<file path="src/rtl/cpu_pkg.sv">
`default_nettype none
// ============================================================================
// Module      : cpu_pkg
// Description : Shared CPU datapath constants, ALU opcodes and helpers.
// Revision    : 1.0 - initial release
// ============================================================================
package cpu_pkg;

    localparam int WIDTH = 8;
    localparam int NREGS = 8;
    localparam int AW    = $clog2(NREGS);
    localparam int OPW   = 3;

    typedef enum logic [OPW-1:0] {
        OP_FWD = 3'b000,
        OP_ADD = 3'b001,
        OP_AND = 3'b010,
        OP_OR  = 3'b011,
        OP_ROR = 3'b100,
        OP_MUL = 3'b101,
        OP_SRA = 3'b110,
        OP_SL  = 3'b111
    } alu_op_e;

    // Two's complement negation; wraps so 0x00 and 0x80 map to themselves.
    function automatic logic [WIDTH-1:0] twos_neg(input logic [WIDTH-1:0] v);
        return ~v + WIDTH'(1);
    endfunction

endpackage
`default_nettype wire

</file>
<file path="src/rtl/reg_file.sv">
`default_nettype none
// ============================================================================
// Module      : reg_file
// Description : NREGS x WIDTH register array, two write-first bypassed reads.
// Revision    : 1.0 - initial release
// ============================================================================
module reg_file
    import cpu_pkg::*;
(
    input  logic             CLK,
    input  logic             RESET,
    input  logic             WRITE,
    input  logic [AW-1:0]    INADDRESS,
    input  logic [WIDTH-1:0] IN,
    input  logic [AW-1:0]    RADDR1,
    input  logic [AW-1:0]    RADDR2,
    output logic [WIDTH-1:0] RDATA1,
    output logic [WIDTH-1:0] RDATA2
);

    logic [WIDTH-1:0] r_regs_q [NREGS];
    logic [WIDTH-1:0] w_regs_d [NREGS];

    always_comb begin
        w_regs_d = r_regs_q;
        if (WRITE) begin
            w_regs_d[INADDRESS] = IN;
        end
    end

    always_ff @(posedge CLK) begin
        if (!RESET) begin
            for (int i = 0; i < NREGS; i++) begin
                r_regs_q[i] <= '0;
            end
        end else begin
            r_regs_q <= w_regs_d;
        end
    end

    // A write landing this edge is forwarded to same-cycle readers.
    assign RDATA1 = (WRITE && (INADDRESS == RADDR1)) ? IN : r_regs_q[RADDR1];
    assign RDATA2 = (WRITE && (INADDRESS == RADDR2)) ? IN : r_regs_q[RADDR2];

endmodule
`default_nettype wire

</file>
<file path="src/rtl/operand_fetch_stage.sv">
`default_nettype none
// ============================================================================
// Module      : operand_fetch_stage
// Description : Register read, operand-2 select/negate and ALU input register.
// Revision    : 1.0 - initial release
// ============================================================================
module operand_fetch_stage
    import cpu_pkg::*;
(
    input  logic             CLK,
    input  logic             RESET,
    input  logic             IN_VALID,
    input  logic [AW-1:0]    OUT1ADDRESS,
    input  logic [AW-1:0]    OUT2ADDRESS,
    input  logic [WIDTH-1:0] IMMEDIATE,
    input  logic             IMM_SEL,
    input  logic             NEG_SEL,
    input  logic [OPW-1:0]   ALUOP_IN,
    input  logic             STALL,
    input  logic             WRITE,
    input  logic [AW-1:0]    INADDRESS,
    input  logic [WIDTH-1:0] IN,
    output logic [WIDTH-1:0] DATA1,
    output logic [WIDTH-1:0] DATA2,
    output logic [OPW-1:0]   SELECT,
    output logic             OUT_VALID
);

    logic [WIDTH-1:0] w_rd1;
    logic [WIDTH-1:0] w_rd2;
    logic [WIDTH-1:0] w_src2;
    logic [WIDTH-1:0] w_op2;

    logic [WIDTH-1:0] r_data1_q,  w_data1_d;
    logic [WIDTH-1:0] r_data2_q,  w_data2_d;
    logic [OPW-1:0]   r_select_q, w_select_d;
    logic             r_valid_q,  w_valid_d;
    logic [AW-1:0]    r_src1_q,   w_src1_d;
    logic [AW-1:0]    r_src2_q,   w_src2_d;
    logic             r_imm_q,    w_imm_d;
    logic             r_neg_q,    w_neg_d;

    reg_file u_reg_file (
        .CLK       (CLK),
        .RESET     (RESET),
        .WRITE     (WRITE),
        .INADDRESS (INADDRESS),
        .IN        (IN),
        .RADDR1    (OUT1ADDRESS),
        .RADDR2    (OUT2ADDRESS),
        .RDATA1    (w_rd1),
        .RDATA2    (w_rd2)
    );

    always_comb begin
        w_src2 = IMM_SEL ? IMMEDIATE : w_rd2;
        w_op2  = NEG_SEL ? twos_neg(w_src2) : w_src2;
    end

    always_comb begin
        w_data1_d  = r_data1_q;
        w_data2_d  = r_data2_q;
        w_select_d = r_select_q;
        w_valid_d  = r_valid_q;
        w_src1_d   = r_src1_q;
        w_src2_d   = r_src2_q;
        w_imm_d    = r_imm_q;
        w_neg_d    = r_neg_q;
        if (!STALL) begin
            w_data1_d  = w_rd1;
            w_data2_d  = w_op2;
            w_select_d = ALUOP_IN;
            w_valid_d  = IN_VALID;
            w_src1_d   = OUT1ADDRESS;
            w_src2_d   = OUT2ADDRESS;
            w_imm_d    = IMM_SEL;
            w_neg_d    = NEG_SEL;
        end else if (r_valid_q && WRITE) begin
            // Held operands track write-backs to their source registers.
            if (r_src1_q == INADDRESS) begin
                w_data1_d = IN;
            end
            if (!r_imm_q && (r_src2_q == INADDRESS)) begin
                w_data2_d = r_neg_q ? twos_neg(IN) : IN;
            end
        end
    end

    always_ff @(posedge CLK) begin
        if (!RESET) begin
            r_data1_q  <= '0;
            r_data2_q  <= '0;
            r_select_q <= '0;
            r_valid_q  <= 1'b0;
            r_src1_q   <= '0;
            r_src2_q   <= '0;
            r_imm_q    <= 1'b0;
            r_neg_q    <= 1'b0;
        end else begin
            r_data1_q  <= w_data1_d;
            r_data2_q  <= w_data2_d;
            r_select_q <= w_select_d;
            r_valid_q  <= w_valid_d;
            r_src1_q   <= w_src1_d;
            r_src2_q   <= w_src2_d;
            r_imm_q    <= w_imm_d;
            r_neg_q    <= w_neg_d;
        end
    end

    assign DATA1     = r_data1_q;
    assign DATA2     = r_data2_q;
    assign SELECT    = r_select_q;
    assign OUT_VALID = r_valid_q;

endmodule
`default_nettype wire

</file>
<file path="config.mk">
export PLATFORM = sky130hd
export DESIGN_NAME = operand_fetch_stage
export DESIGN_NICKNAME = d
export VERILOG_FILES = /design/src/rtl/cpu_pkg.sv /design/src/rtl/reg_file.sv /design/src/rtl/operand_fetch_stage.sv
export SDC_FILE = /design/constraint.sdc
export NUM_CORES = 1
export LEC_CHECK = 0
export BUFFER_PORTS_ARGS = -buffer_cell sky130_fd_sc_hd__buf_4
export CAP_MARGIN = 0
export CELL_PAD_IN_SITES_DETAIL_PLACEMENT = 1
export CELL_PAD_IN_SITES_GLOBAL_PLACEMENT = 1
export CORE_MARGIN = 2
export CORE_UTILIZATION = 45
export DETAILED_ROUTE_END_ITERATION = 16
export GPL_ROUTABILITY_DRIVEN = 0
export PLACE_DENSITY = 0.9
export SKIP_LAST_GASP = 1
export SYNTH_ARGS = -nofsm -noshare
export SYNTH_HDL_FRONTEND = slang
export SYNTH_SLANG_ARGS = --single-unit
</file>
<file path="constraint.sdc">
create_clock -name CLK -period 2.6 [get_ports CLK]
set_input_delay 0.26 -clock CLK [delete_from_list [all_inputs] [get_ports CLK]]
set_output_delay 0.26 -clock CLK [all_outputs]
set_load 0.01 [all_outputs]
</file>
==> metrics.md, run 1 <==
| Metric | Value |
|---|---|
| Status | `finished clean` |
| Worst setup SP type | `flop` |
| First-pass GRT wire length | `about 28 mm` |
| Part of the Yosys area used for sequential elements | `a little over a third` |
| Crit-path cells | `mux4_2 -> mux2i_2 -> nand2_1 -> a22o_1 -> inv_1 -> ha_1 -> o311ai_1 -> nor4_1 -> nand3_1 -> o311ai_1` |
| Inserted Clock Buffers | `9` |
| Hold Fails Final Rpt | `0` |
| IO Count | `55` |
| Critical path's slowest cell | `mux4_2` |
| CTS tree | `built` |
| Top_reg_cell synth | `dfxtp_1` |
| Chip height | `111 um` |
| Ant. Diodes | `0` |
| Hold path endpoint | `SELECT[1]$_SDFFE_PN0N_` |
| Register-to-Register Setup Slack | `~0.21 ns` |
| Hold_buf cts | `0` |
| Drt wl/cell | `~24 um` |
| DRC viols | `0` |
| Cell Pwr Density | `between 500 and 600 nW/um^2` |
| Final setup vio count | `0` |
| Initial antenna violation count | `0` |
| TritonCTS Sinks | `just over 90` |
| Synth warn | `0` |
| Fin crit period | `around 2.4 ns` |
| CP delay by family, top | `multiplexers` |
| Initial DRC Count | `457` |
| Synthesized area | `slightly above 5000 um^2` |
| Yosys cell types | `between 40 and 50` |
| Clock slew at reported path FFs | `0.07 ns` |
| Relative slew slack | `between 40% and 50%` |
| Vias in the first global route | `5000` |
| Buf/Inv on CP | `1` |
| Routed Antenna Nets | `0` |
| FMAX | `between 0.4 and 0.5 GHz` |
| Leak | `approximately 2.2 nW` |
| Worst Hold Class | `input pin to flop` |
| Clock Latency Late Sink | `around 0.35 ns` |
| Synth Area per Inst | `~9 um^2` |
| Worst clock skew | `roughly 0.014 ns` |
| Max VDD drop | `0.000383 V` |
| Placement Setup Slack | `-0.0624 ns` |
| Starting Density | `45.9%` |
| Root buf cell | `clkbuf_16` |
| Area growth syn-to-layout | `15.5%` |
| Critical Path Most Common Cell | `o311ai_1` |
| Critical Path RT | `~2.9 ns` |
| Synth Register Bits | `a little over 90` |
| R2r worst-path depth | `10` |
| Max clock buf depth | `2` |
| Total wire length | `17.8 mm` |
| Worst hold path depth | `3` |
| Post-synth ARST share | `0%` |
| Pre-Repair DR Iteration Count | `8` |
| Vias per cell | `6.42` |
| IO Port Bufs | `54` |
| Width of the die | `111 um` |
| Worst Path Arrival | `roughly 2.6 ns` |
| Fin worst setup slack | `a little over 0.2 ns` |
| Crit path launch | `u_reg_file.r_regs_q[48]$_SDFFE_PN0P_` |
| Mapped Nets | `between 600 and 700` |
| Largest net degree at the start of global routing | `73` |
| Final Cycle Share | `92.1%` |
| Unrepaired setup endpoints after global routing | `false` |
| Die footprint | `around 12000 um^2` |
| Row count | `39` |
| CP max FO | `3` |
| Crit Reg-Reg Startpoint | `u_reg_file.r_regs_q[48]$_SDFFE_PN0P_` |
| Post-Syn Instances | `between 500 and 600` |
| H-tree depth | `3` |
| Max_cap viols | `0` |
| Via Count | `4808` |
| Post-CTS Setup Inserts | `0` |
| Final net count | `~640` |
| Crit Reg-Reg Endpoint | `DATA2[6]$_SDFFE_PN0P_` |
| CP endpoint kind | `flop` |
| DPL Wire Length | `approximately 12 mm` |
| Fraction of layout cells with a size suffix above 1 | `between 10% and 20%` |
| Worst-Margin Slew | `roughly 0.80 ns` |
| Critical path's largest stage delay | `around 0.48 ns` |
| Setup CP Type | `flop to flop` |
| Post-CTS sizing | `0` |
| Overflow left after global routing | `0` |
| Post-synth EDFFs | `0` |
| HP Start | `ALUOP_IN[1]` |
| Design Power | `approximately 3.4 mW` |
| GRT Total Usage | `roughly 29%` |
| Final Max Tran Viols | `0` |
| CORE AREA | `approximately 11000 um^2` |
through the flow:
step / setup TNS, ns / hold WS [ns] / instances / instance area [um^2] / utilization (%)
after global placement: 0 / 0.460 / 733 / 5690 / 50.2
final: 0 / 0.162 / 749 / 6000 / 53.0
after floorplan: 0 / 0.426 / 568 / 5190 / -
after global routing: 0 / 0.197 / 749 / 6000 / 53.0
after CTS: 0 / 0.164 / 749 / 5990 / 52.9
after detailed placement: -0.0624 / 0.477 / 733 / 5690 / 50.2
sequential cells by signal, indices dropped and copies added, names as in the netlist:
register             count
u_reg_file.r_regs_q     64
DATA1                    8
DATA2                    8
SELECT                   3
r_src1_q                 3
r_src2_q                 3
OUT_VALID                1
r_imm_q                  1
r_neg_q                  1
worst max path at each step:
stage                                 end  cells past startpoint
finish              DATA2[6]$_SDFFE_PN0P_                     10
global route        DATA2[6]$_SDFFE_PN0P_                     10
CTS                 DATA2[6]$_SDFFE_PN0P_                     10
detailed placement  DATA2[6]$_SDFFE_PN0P_                     11
global placement    DATA2[6]$_SDFFE_PN0P_                     11
floorplan           DATA2[6]$_SDFFE_PN0P_                     12
area by class of cell:
| type | instances | area (um^2) |
|---|---|---|
| sequential | 92 | 1840 |
| fill | 1286 | 5320 |
| timing repair buffer | 67 | 503 |
| clock buffer | 11 | 243 |
| multi-input combinational | 427 | 3160 |
| clock inverter | 5 | 57.6 |
| inverter | 4 | 15.0 |
| tap | 143 | 179 |
cell families (layout without fill, tap and decap cells):
| group | Yosys count | in the layout | share of synthesized area (%) |
|---|---|---|---|
| xor+xnor | 19 | 19 | 3.20 |
| fa+ha+maj | 2 | 2 | 0.482 |
| mux | 58 | 58 | 19.8 |
| simple gates | 233 | 233 | 20.2 |
| buf+inv | 49 | 87 | 4.17 |
| flops | 92 | 92 | 35.5 |
| compound gates | 115 | 115 | 16.7 |
worst min-delay path, delay by kind of cell:
kind | cells | cell delay (ns)
AND/OR/NAND/NOR | 1 | 0.09
buffers and inverters | 1 | 0.08
multiplexers | 1 | 0.05
synth_stat cells, types with 2 or more instances:
cell type | number | area share, %
nand2_1 | 142 | 10
o221ai_1 | 9 | 1.5
nor2_1 | 23 | 1.7
nand3_1 | 6 | 0.58
o21a_1 | 2 | 0.29
a31oi_1 | 3 | 0.36
buf_2 | 7 | 0.67
mux2i_1 | 24 | 4.6
inv_1 | 4 | 0.29
o41ai_1 | 2 | 0.34
a21boi_0 | 56 | 8.1
nand4_1 | 3 | 0.36
o211a_1 | 3 | 0.58
mux4_2 | 20 | 8.7
and4_1 | 2 | 0.34
dfxtp_1 | 92 | 35
xnor2_1 | 10 | 1.7
o21ai_0 | 7 | 0.67
nand2b_1 | 4 | 0.48
nor2b_1 | 39 | 4.7
a211oi_1 | 14 | 2.0
mux4_1 | 12 | 6.1
o31ai_1 | 9 | 1.3
or2_2 | 2 | 0.24
nor3_1 | 3 | 0.29
buf_1 | 3 | 0.22
clkbuf_1 | 33 | 2.4
xor2_1 | 9 | 1.5
nor4_1 | 4 | 0.48
ha_1 | 2 | 0.48
mux2_2 | 2 | 0.43
a21oi_1 | 2 | 0.19
cells in the final DEF, fill, tap and decap left out, types with 4 or more instances in the layout:
cell       count
nand2_1      142
dfxtp_1       92
buf_4         67
a21boi_0      56
nor2b_1       39
nor2_1        23
mux2i_1       23
mux4_2        20
a211oi_1      13
mux4_1        12
xnor2_1       10
o31ai_1        9
xor2_1         9
o221ai_1       9
clkbuf_16      9
o21ai_0        7
nand3_1        6
inv_1          4
nand2b_1       4
per-layer routing:
| metal | vias to the layer above | part of all wire, % | track usage [%] |
|---|---|---|---|
| li1 | 2089 | - | - |
| met3 | 84 | 8.5 | 6.59 |
| met1 | 2350 | 38 | 34.0 |
| met5 | - | 0 | 0 |
| met2 | 285 | 48 | 49.1 |
| met4 | 0 | 5.7 | 17.7 |
power by group:
group          total (mW)  internal [mW]  switching (mW)
registers            1.50           1.46          0.0389
logic               0.521          0.219           0.302
clock network        1.37          0.776           0.589
No activity file was read; power rests on OpenSTA's default activity.
==> inputs of run 2 (changes only) <==
--- a/config.mk
+++ b/config.mk
@@ -11,6 +11,7 @@
 export CELL_PAD_IN_SITES_GLOBAL_PLACEMENT = 1
 export CORE_MARGIN = 2
 export CORE_UTILIZATION = 45
+export CTS_BUF_LIST = sky130_fd_sc_hd__clkbuf_16
 export DETAILED_ROUTE_END_ITERATION = 16
 export GPL_ROUTABILITY_DRIVEN = 0
 export PLACE_DENSITY = 0.9
==> run 2 against run 1 <==
Fmax rose by 0.17%. Clock power fell by 3%. Sequential share of layout area rose by 0.051 points. Count of clock-buffer cells in the layout fell by 2. Worst hold slack got worse by 0.0036 ns. Cell count did not move. Power fell by 1.0%. Die area did not move. Sequential power barely moved. Wire length rose by 0.51%. Global-route usage did not move. Critical path type unchanged. Largest cell class unchanged.
==> metrics.md, run 2 (synthesis results as in run 1) <==
| Metric | Value |
|---|---|
| H-tree depth | `3 (unchanged)` |
| Final setup vio count | `0 (unchanged)` |
| CP delay by family, top | `multiplexers` |
| First-pass GRT wire length | `28.1 mm (+0.20%)` |
| Met3 usage | `7.24% (+0.65 points)` |
| Routed Antenna Nets | `0 (unchanged)` |
| Ant. Diodes | `0 (unchanged)` |
| Chip height | `111 um (unchanged)` |
| Critical path's slowest cell | `mux4_2` |
| Placed cell count | `733 (unchanged)` |
| Relative slew slack | `45.9% (-0.61 points)` |
| Max_cap viols | `0 (unchanged)` |
| Fraction of layout cells with a size suffix above 1 | `18.3% (-0.17 points)` |
| DRC viols | `0 (unchanged)` |
| Met1 Track Usage GR | `33.4% (-0.59 points)` |
| Status | `finished clean` |
| Worst-Margin Slew | `0.809 ns (+0.00910 ns)` |
| Finished layout cell area | `5990 um^2 (-0.17%)` |
| Critical path's largest stage delay | `0.48 ns (about the same)` |
| Util after Layout | `52.9% (-0.088 points)` |
| Initial DRC Count | `422 (-7.7%)` |
| IO Count | `55 (unchanged)` |
| Largest net degree at the start of global routing | `73 (unchanged)` |
| Root buf cell | `clkbuf_16` |
| Cell Pwr Density | `560 nW/um^2 (-0.84%)` |
| FMAX | `0.418 GHz (+0.17%)` |
| GRT Total Usage | `29.2% (unchanged)` |
| Placement Setup Slack | `-0.0624 ns (unchanged)` |
| Total wire length | `17.9 mm (+0.51%)` |
| Worst clock skew | `0.0118 ns (-0.00175 ns)` |
| Crit-path cells | `mux4_2 -> mux2i_2 -> nand2_1 -> a22o_1 -> inv_1 -> ha_1 -> o311ai_1 -> nor4_1 -> nand3_1 -> o311ai_1` |
| Final cell count without fillers | `749 (unchanged)` |
| Fin crit period | `2.39 ns (-0.00410 ns)` |
| Via Count | `4764 (-0.92%)` |
| CP endpoint kind | `flop` |
| Design Power | `3.35 mW (-1.0%)` |
| Post-CTS sizing | `0 (unchanged)` |
| Setup TNS | `0 ns (unchanged)` |
| Final net count | `638 (unchanged)` |
| Fin worst setup slack | `0.210 ns (+0.00410 ns)` |
| Leak | `2.24 nW (about the same)` |
| Overflow left after global routing | `0 (unchanged)` |
| Area growth syn-to-layout | `15.3%` |
| Final Cycle Share | `91.9% (-0.16 points)` |
| Busiest layer in global routing | `met2` |
| Inserted Clock Buffers | `9 (unchanged)` |
| Final hold slack | `0.158 ns (-0.00360 ns)` |
| Commonest cells after routing, fill and taps aside | `nand2_1 (142), dfxtp_1 (92), buf_4 (67)` |
| GR Util met2 | `49.7% (+0.61 points)` |
| Unrepaired setup endpoints after global routing | `false` |
| CORE AREA | `11300 um^2 (unchanged)` |
| Setup CP Type | `flop to flop` |
| Worst Path Arrival | `2.65 ns (about the same)` |
| Critical Path Most Common Cell | `o311ai_1` |
| Drt wl/cell | `23.9 um (+0.51%)` |
| Final Max Tran Viols | `0 (unchanged)` |
| Vias in the first global route | `5046 (+0.92%)` |
| Number of flip-flops in the largest register | `64 (unchanged)` |
| IO Port Bufs | `54 (unchanged)` |
| Post-CTS Setup Inserts | `0 (unchanged)` |
| Commonest non-fill, non-tap cell in the layout | `nand2_1` |
| Pre-Repair DR Iteration Count | `5 (-3)` |
| Vias per cell | `6.36 (-0.92%)` |
| CP max FO | `3 (unchanged)` |
| Width of the die | `111 um (unchanged)` |
| Die footprint | `12400 um^2 (unchanged)` |
| Hold_buf cts | `0 (unchanged)` |
| Critical Path RT | `2.86 ns (about the same)` |
| Max clock buf depth | `2 (unchanged)` |
| Clock Latency Late Sink | `0.36 ns (about the same)` |
| Placed Area | `5690 um^2 (unchanged)` |
| Row count | `39 (unchanged)` |
| CTS tree | `built` |
| Starting Density | `45.9% (unchanged)` |
| DPL Wire Length | `12.3 mm (unchanged)` |
| Clock slew at reported path FFs | `0.07 ns (about the same)` |
| Hold Fails Final Rpt | `0 (unchanged)` |
| Register with the most flip-flops | `u_reg_file.r_regs_q` |
| Worst Hold Class | `input pin to flop` |
| Buf/Inv on CP | `1 (unchanged)` |
| TritonCTS Sinks | `92 (unchanged)` |
| Worst setup SP type | `flop` |
| Initial antenna violation count | `0 (unchanged)` |
| Max VDD drop | `0.000376 V (-1.9%)` |
run 2: changes by cell type in the layout (fill, tap and decap cells not counted), sizes merged:
cell	previous run	this run
clkbuf	11	9
inv	6	7
clkinv	2	3
run 2: worst paths after layout:
kind                                         from                                   end  slack, ns  depth (start not counted)
max          u_reg_file.r_regs_q[56]$_SDFFE_PN0P_                 DATA2[6]$_SDFFE_PN0P_       0.21                         10
min                                   ALUOP_IN[1]                SELECT[1]$_SDFFE_PN0N_       0.16                          3
max reg2reg  u_reg_file.r_regs_q[56]$_SDFFE_PN0P_                 DATA2[6]$_SDFFE_PN0P_       0.21                         10
min reg2reg  u_reg_file.r_regs_q[39]$_SDFFE_PN0P_  u_reg_file.r_regs_q[39]$_SDFFE_PN0P_       0.50                          2
run 2: routing by layer:
layer	vias up	share of wire (%)
li1	2090	-
met1	2350	38
met2	256	49
met3	68	8.3
met4	0	4.8
met5	-	0
run 2: cell type report:
class	count	area (um^2)
inverters	4	15.0
flip-flops and latches	92	1840
repair buffers	67	503
well taps	143	179
clock inverters	7	65.1
clock buffers	9	225
fillers	1291	5330
multi-input cells	427	3160
run 2: tightest hold or removal path, delay by kind of cell:
kind | cells | cell delay [ns]
mux | 1 | 0.05
simple gates | 1 | 0.09
buf+inv | 1 | 0.08
run 2: report_power, final:
group / switching, mW / internal [mW]
sequential: 0.0392 / 1.46
combinational: 0.301 / 0.219
clock: 0.590 / 0.742
total: 0.930 / 2.42
==> inputs of run 3 (changes only) <==
--- a/config.mk
+++ b/config.mk
@@ -9,9 +9,11 @@
 export CAP_MARGIN = 0
 export CELL_PAD_IN_SITES_DETAIL_PLACEMENT = 1
 export CELL_PAD_IN_SITES_GLOBAL_PLACEMENT = 1
+export CORE_ASPECT_RATIO = 2
 export CORE_MARGIN = 2
 export CORE_UTILIZATION = 45
 export CTS_BUF_LIST = sky130_fd_sc_hd__clkbuf_16
+export CTS_CLUSTER_SIZE = 40
 export DETAILED_ROUTE_END_ITERATION = 16
 export GPL_ROUTABILITY_DRIVEN = 0
 export PLACE_DENSITY = 0.9
==> run 3 against run 2 <==
Design area up 1.8%. Cell count is 0.93% higher. Flip-flop and latch count unchanged. Core utilization increased by 1.1 points. Critical endpoint unchanged. Highest routed layer unchanged.
==> metrics.md, run 3 (synthesis results as in run 1) <==
| Metric | Value |
|---|---|
| Status | `finished clean` |
| Clock share of power | `41.9% (+2.2 points)` |
| Initial antenna violation count | `0 (unchanged)` |
| Chip height | `156 um (+40%)` |
| Relative slew slack | `41.2% (-4.7 points)` |
| Switching share of power | `27.7% (-0.037 points)` |
| Leak | `2.29 nW (+2.3%)` |
| Routed Antenna Nets | `0 (unchanged)` |
| Final Max Tran Viols | `0 (unchanged)` |
| P_sw | `0.973 mW (+4.6%)` |
| Logic pwr share | `15.4% (about the same)` |
| Vias per cell | `6.57 (+3.3%)` |
| Drt wl/cell | `25.9 um (+8.4%)` |
| Worst Path Arrival | `2.73 ns (+0.08 ns)` |
| Critical Path RT | `2.86 ns (about the same)` |
| Flop pwr share | `42.8% (-1.9 points)` |
| Width of the die | `80.0 um (-28%)` |
| Worst clock skew | `0.00663 ns (-0.00514 ns)` |
| Fraction of layout cells with a size suffix above 1 | `19.5% (+1.2 points)` |
| Busiest layer in global routing | `met2` |
| Worst hold path depth | `3 (unchanged)` |
| DPL Wire Length | `13.4 mm (+8.6%)` |
| Area growth syn-to-layout | `17.3%` |
| Max VDD drop | `0.000357 V (-4.8%)` |
| Vias in the first global route | `5452 (+8.0%)` |
| Via Count | `4968 (+4.3%)` |
| Row count | `55 (+41%)` |
| Number of flip-flops in the largest register | `64 (unchanged)` |
| Crit path launch | `u_reg_file.r_regs_q[33]$_SDFFE_PN0P_` |
| Int Power | `2.54 mW (+4.8%)` |
| Final Cycle Share | `94.8% (+2.9 points)` |
| Crit Reg-Reg Endpoint | `DATA2[6]$_SDFFE_PN0P_` |
| TritonCTS Sinks | `92 (unchanged)` |
| Die footprint | `12500 um^2 (+0.42%)` |
| HP Start | `IN_VALID` |
| Setup CP Type | `flop to flop` |
| Commonest cells after routing, fill and taps aside | `nand2_1 (142), dfxtp_1 (92), buf_4 (74)` |
| Worst Hold Class | `input pin to flop` |
| Total wire length | `19.6 mm (+9.4%)` |
| CP endpoint kind | `flop` |
| Hold path endpoint | `OUT_VALID$_SDFFE_PN0N_` |
| H-tree depth | `3 (unchanged)` |
| Hold_buf cts | `0 (unchanged)` |
| Post-CTS Setup Inserts | `0 (unchanged)` |
| Placed cell count | `740 (+0.95%)` |
| Unrepaired setup endpoints after global routing | `false` |
| Clock Latency Late Sink | `0.36 ns (about the same)` |
| GRT Total Usage | `32.5% (+3.3 points)` |
| DRC viols | `0 (unchanged)` |
| Initial DRC Count | `562 (+33%)` |
| Met1 Track Usage GR | `32.4% (-1.0 points)` |
| IO Port Bufs | `54 (unchanged)` |
| Clock slew at reported path FFs | `0.07 ns (about the same)` |
| CTS tree | `built` |
| Max clock buf depth | `2 (unchanged)` |
| Ant. Diodes | `0 (unchanged)` |
| First-pass GRT wire length | `30.2 mm (+7.5%)` |
| Register-to-Register Setup Slack | `0.14 ns (-0.07 ns)` |
| Largest net degree at the start of global routing | `54 (-26%)` |
| Starting Density | `46.0% (+0.14 points)` |
| Cell Pwr Density | `576 nW/um^2 (+3.0%)` |
| Final cell count without fillers | `756 (+0.93%)` |
| Overflow left after global routing | `0 (unchanged)` |
| Final setup vio count | `0 (unchanged)` |
| Register with the most flip-flops | `u_reg_file.r_regs_q` |
| CORE AREA | `11300 um^2 (-0.31%)` |
| CP max FO | `3 (unchanged)` |
| Crit Reg-Reg Startpoint | `u_reg_file.r_regs_q[33]$_SDFFE_PN0P_` |
| Met3 usage | `4.80% (-2.4 points)` |
| Commonest non-fill, non-tap cell in the layout | `nand2_1` |
| GR Util met2 | `57.2% (+7.5 points)` |
| Pre-Repair DR Iteration Count | `5 (unchanged)` |
| Max_cap viols | `0 (unchanged)` |
| Inserted Clock Buffers | `9 (unchanged)` |
| Root buf cell | `clkbuf_16` |
| Fin worst setup slack | `0.135 ns (-0.0745 ns)` |
| Hold Fails Final Rpt | `0 (unchanged)` |
| IO Count | `55 (unchanged)` |
| Placement Setup Slack | `-0.0978 ns (-0.0354 ns)` |
| R2r worst-path depth | `10 (unchanged)` |
| Final net count | `646 (+1.3%)` |
| Worst-Margin Slew | `0.879 ns (+0.0699 ns)` |
| FMAX | `0.406 GHz (-3.0%)` |
| Fin crit period | `2.46 ns (+0.0745 ns)` |
| Final hold slack | `0.167 ns (+0.00901 ns)` |
| Worst setup SP type | `flop` |
| Design Power | `3.51 mW (+4.8%)` |
-- run 3: changes by cell type in the layout (fill, tap and decap cells not counted), sizes merged --
cell      delta
clkinv       -1
clkinvlp     +1
bufinv       +1
inv          -1
buf          +8
-- run 3: worst max path at each step --
| stage | to | slack (ns) | cells past startpoint |
|---|---|---|---|
| after global placement | DATA2[6]$_SDFFE_PN0P_ | 0.05 | 11 |
| after detailed placement | DATA2[6]$_SDFFE_PN0P_ | -0.1 | 11 |
| after global routing | DATA2[6]$_SDFFE_PN0P_ | 0.06 | 10 |
| after floorplan | DATA2[6]$_SDFFE_PN0P_ | 0.21 | 12 |
| final | DATA2[6]$_SDFFE_PN0P_ | 0.14 | 10 |
| after CTS | DATA2[6]$_SDFFE_PN0P_ | 0.04 | 10 |
-- run 3: routing by layer --
metal / share of wire (%) / vias to the layer above
met5: 0 / -
met4: 8.7 / 0
met3: 4.8 / 121
met2: 54 / 268
met1: 33 / 2468
li1: - / 2111
-- run 3: power groups by stage --
stage | clock [mW] | combinational (mW) | sequential (mW)
floorplan | 0 | 0.311 | 1.52
global placement | 0 | 0.485 | 1.52
detailed placement | 0 | 0.511 | 1.53
CTS | 1.47 | 0.526 | 1.50
global route | 1.53 | 0.573 | 1.50
finish | 1.47 | 0.539 | 1.50
-- run 3: worst max-delay path: stages, from the launching register on --
cell      delay [ns]
dfxtp_1         0.36
mux4_2          0.48
nor2b_1         0.17
a211oi_2        0.21
o31ai_1         0.13
inv_1           0.10
ha_1            0.17
o311ai_1        0.18
nor4_2          0.35
nand3_1         0.12
o311ai_1        0.10
-- run 3: layout make-up --
| cell class | count | area (um^2) |
|---|---|---|
| inverters | 4 | 15.0 |
| multi-input cells | 427 | 3160 |
| clock inverters | 7 | 97.6 |
| repair buffers | 75 | 576 |
| flip-flops and latches | 92 | 1840 |
| fillers | 1290 | 5190 |
| well taps | 142 | 178 |
| clock buffers | 9 | 225 |
-- run 3: repair_timing --
item / in CTS / in global routing
gates resized for setup: 0 / 3
pin swaps: 1 / 1
setup endpoints to repair: 1 / 2
-- run 3: through the flow --
stage | utilization [%] | setup TNS, ns | area (um^2)
floorplan | - | 0 | 5190
global placement | 51.0 | 0 | 5760
CTS | 53.9 | 0 | 6080
finish | 54.0 | 0 | 6090
global route | 54.0 | 0 | 6090
detailed placement | 51.0 | -0.0978 | 5760
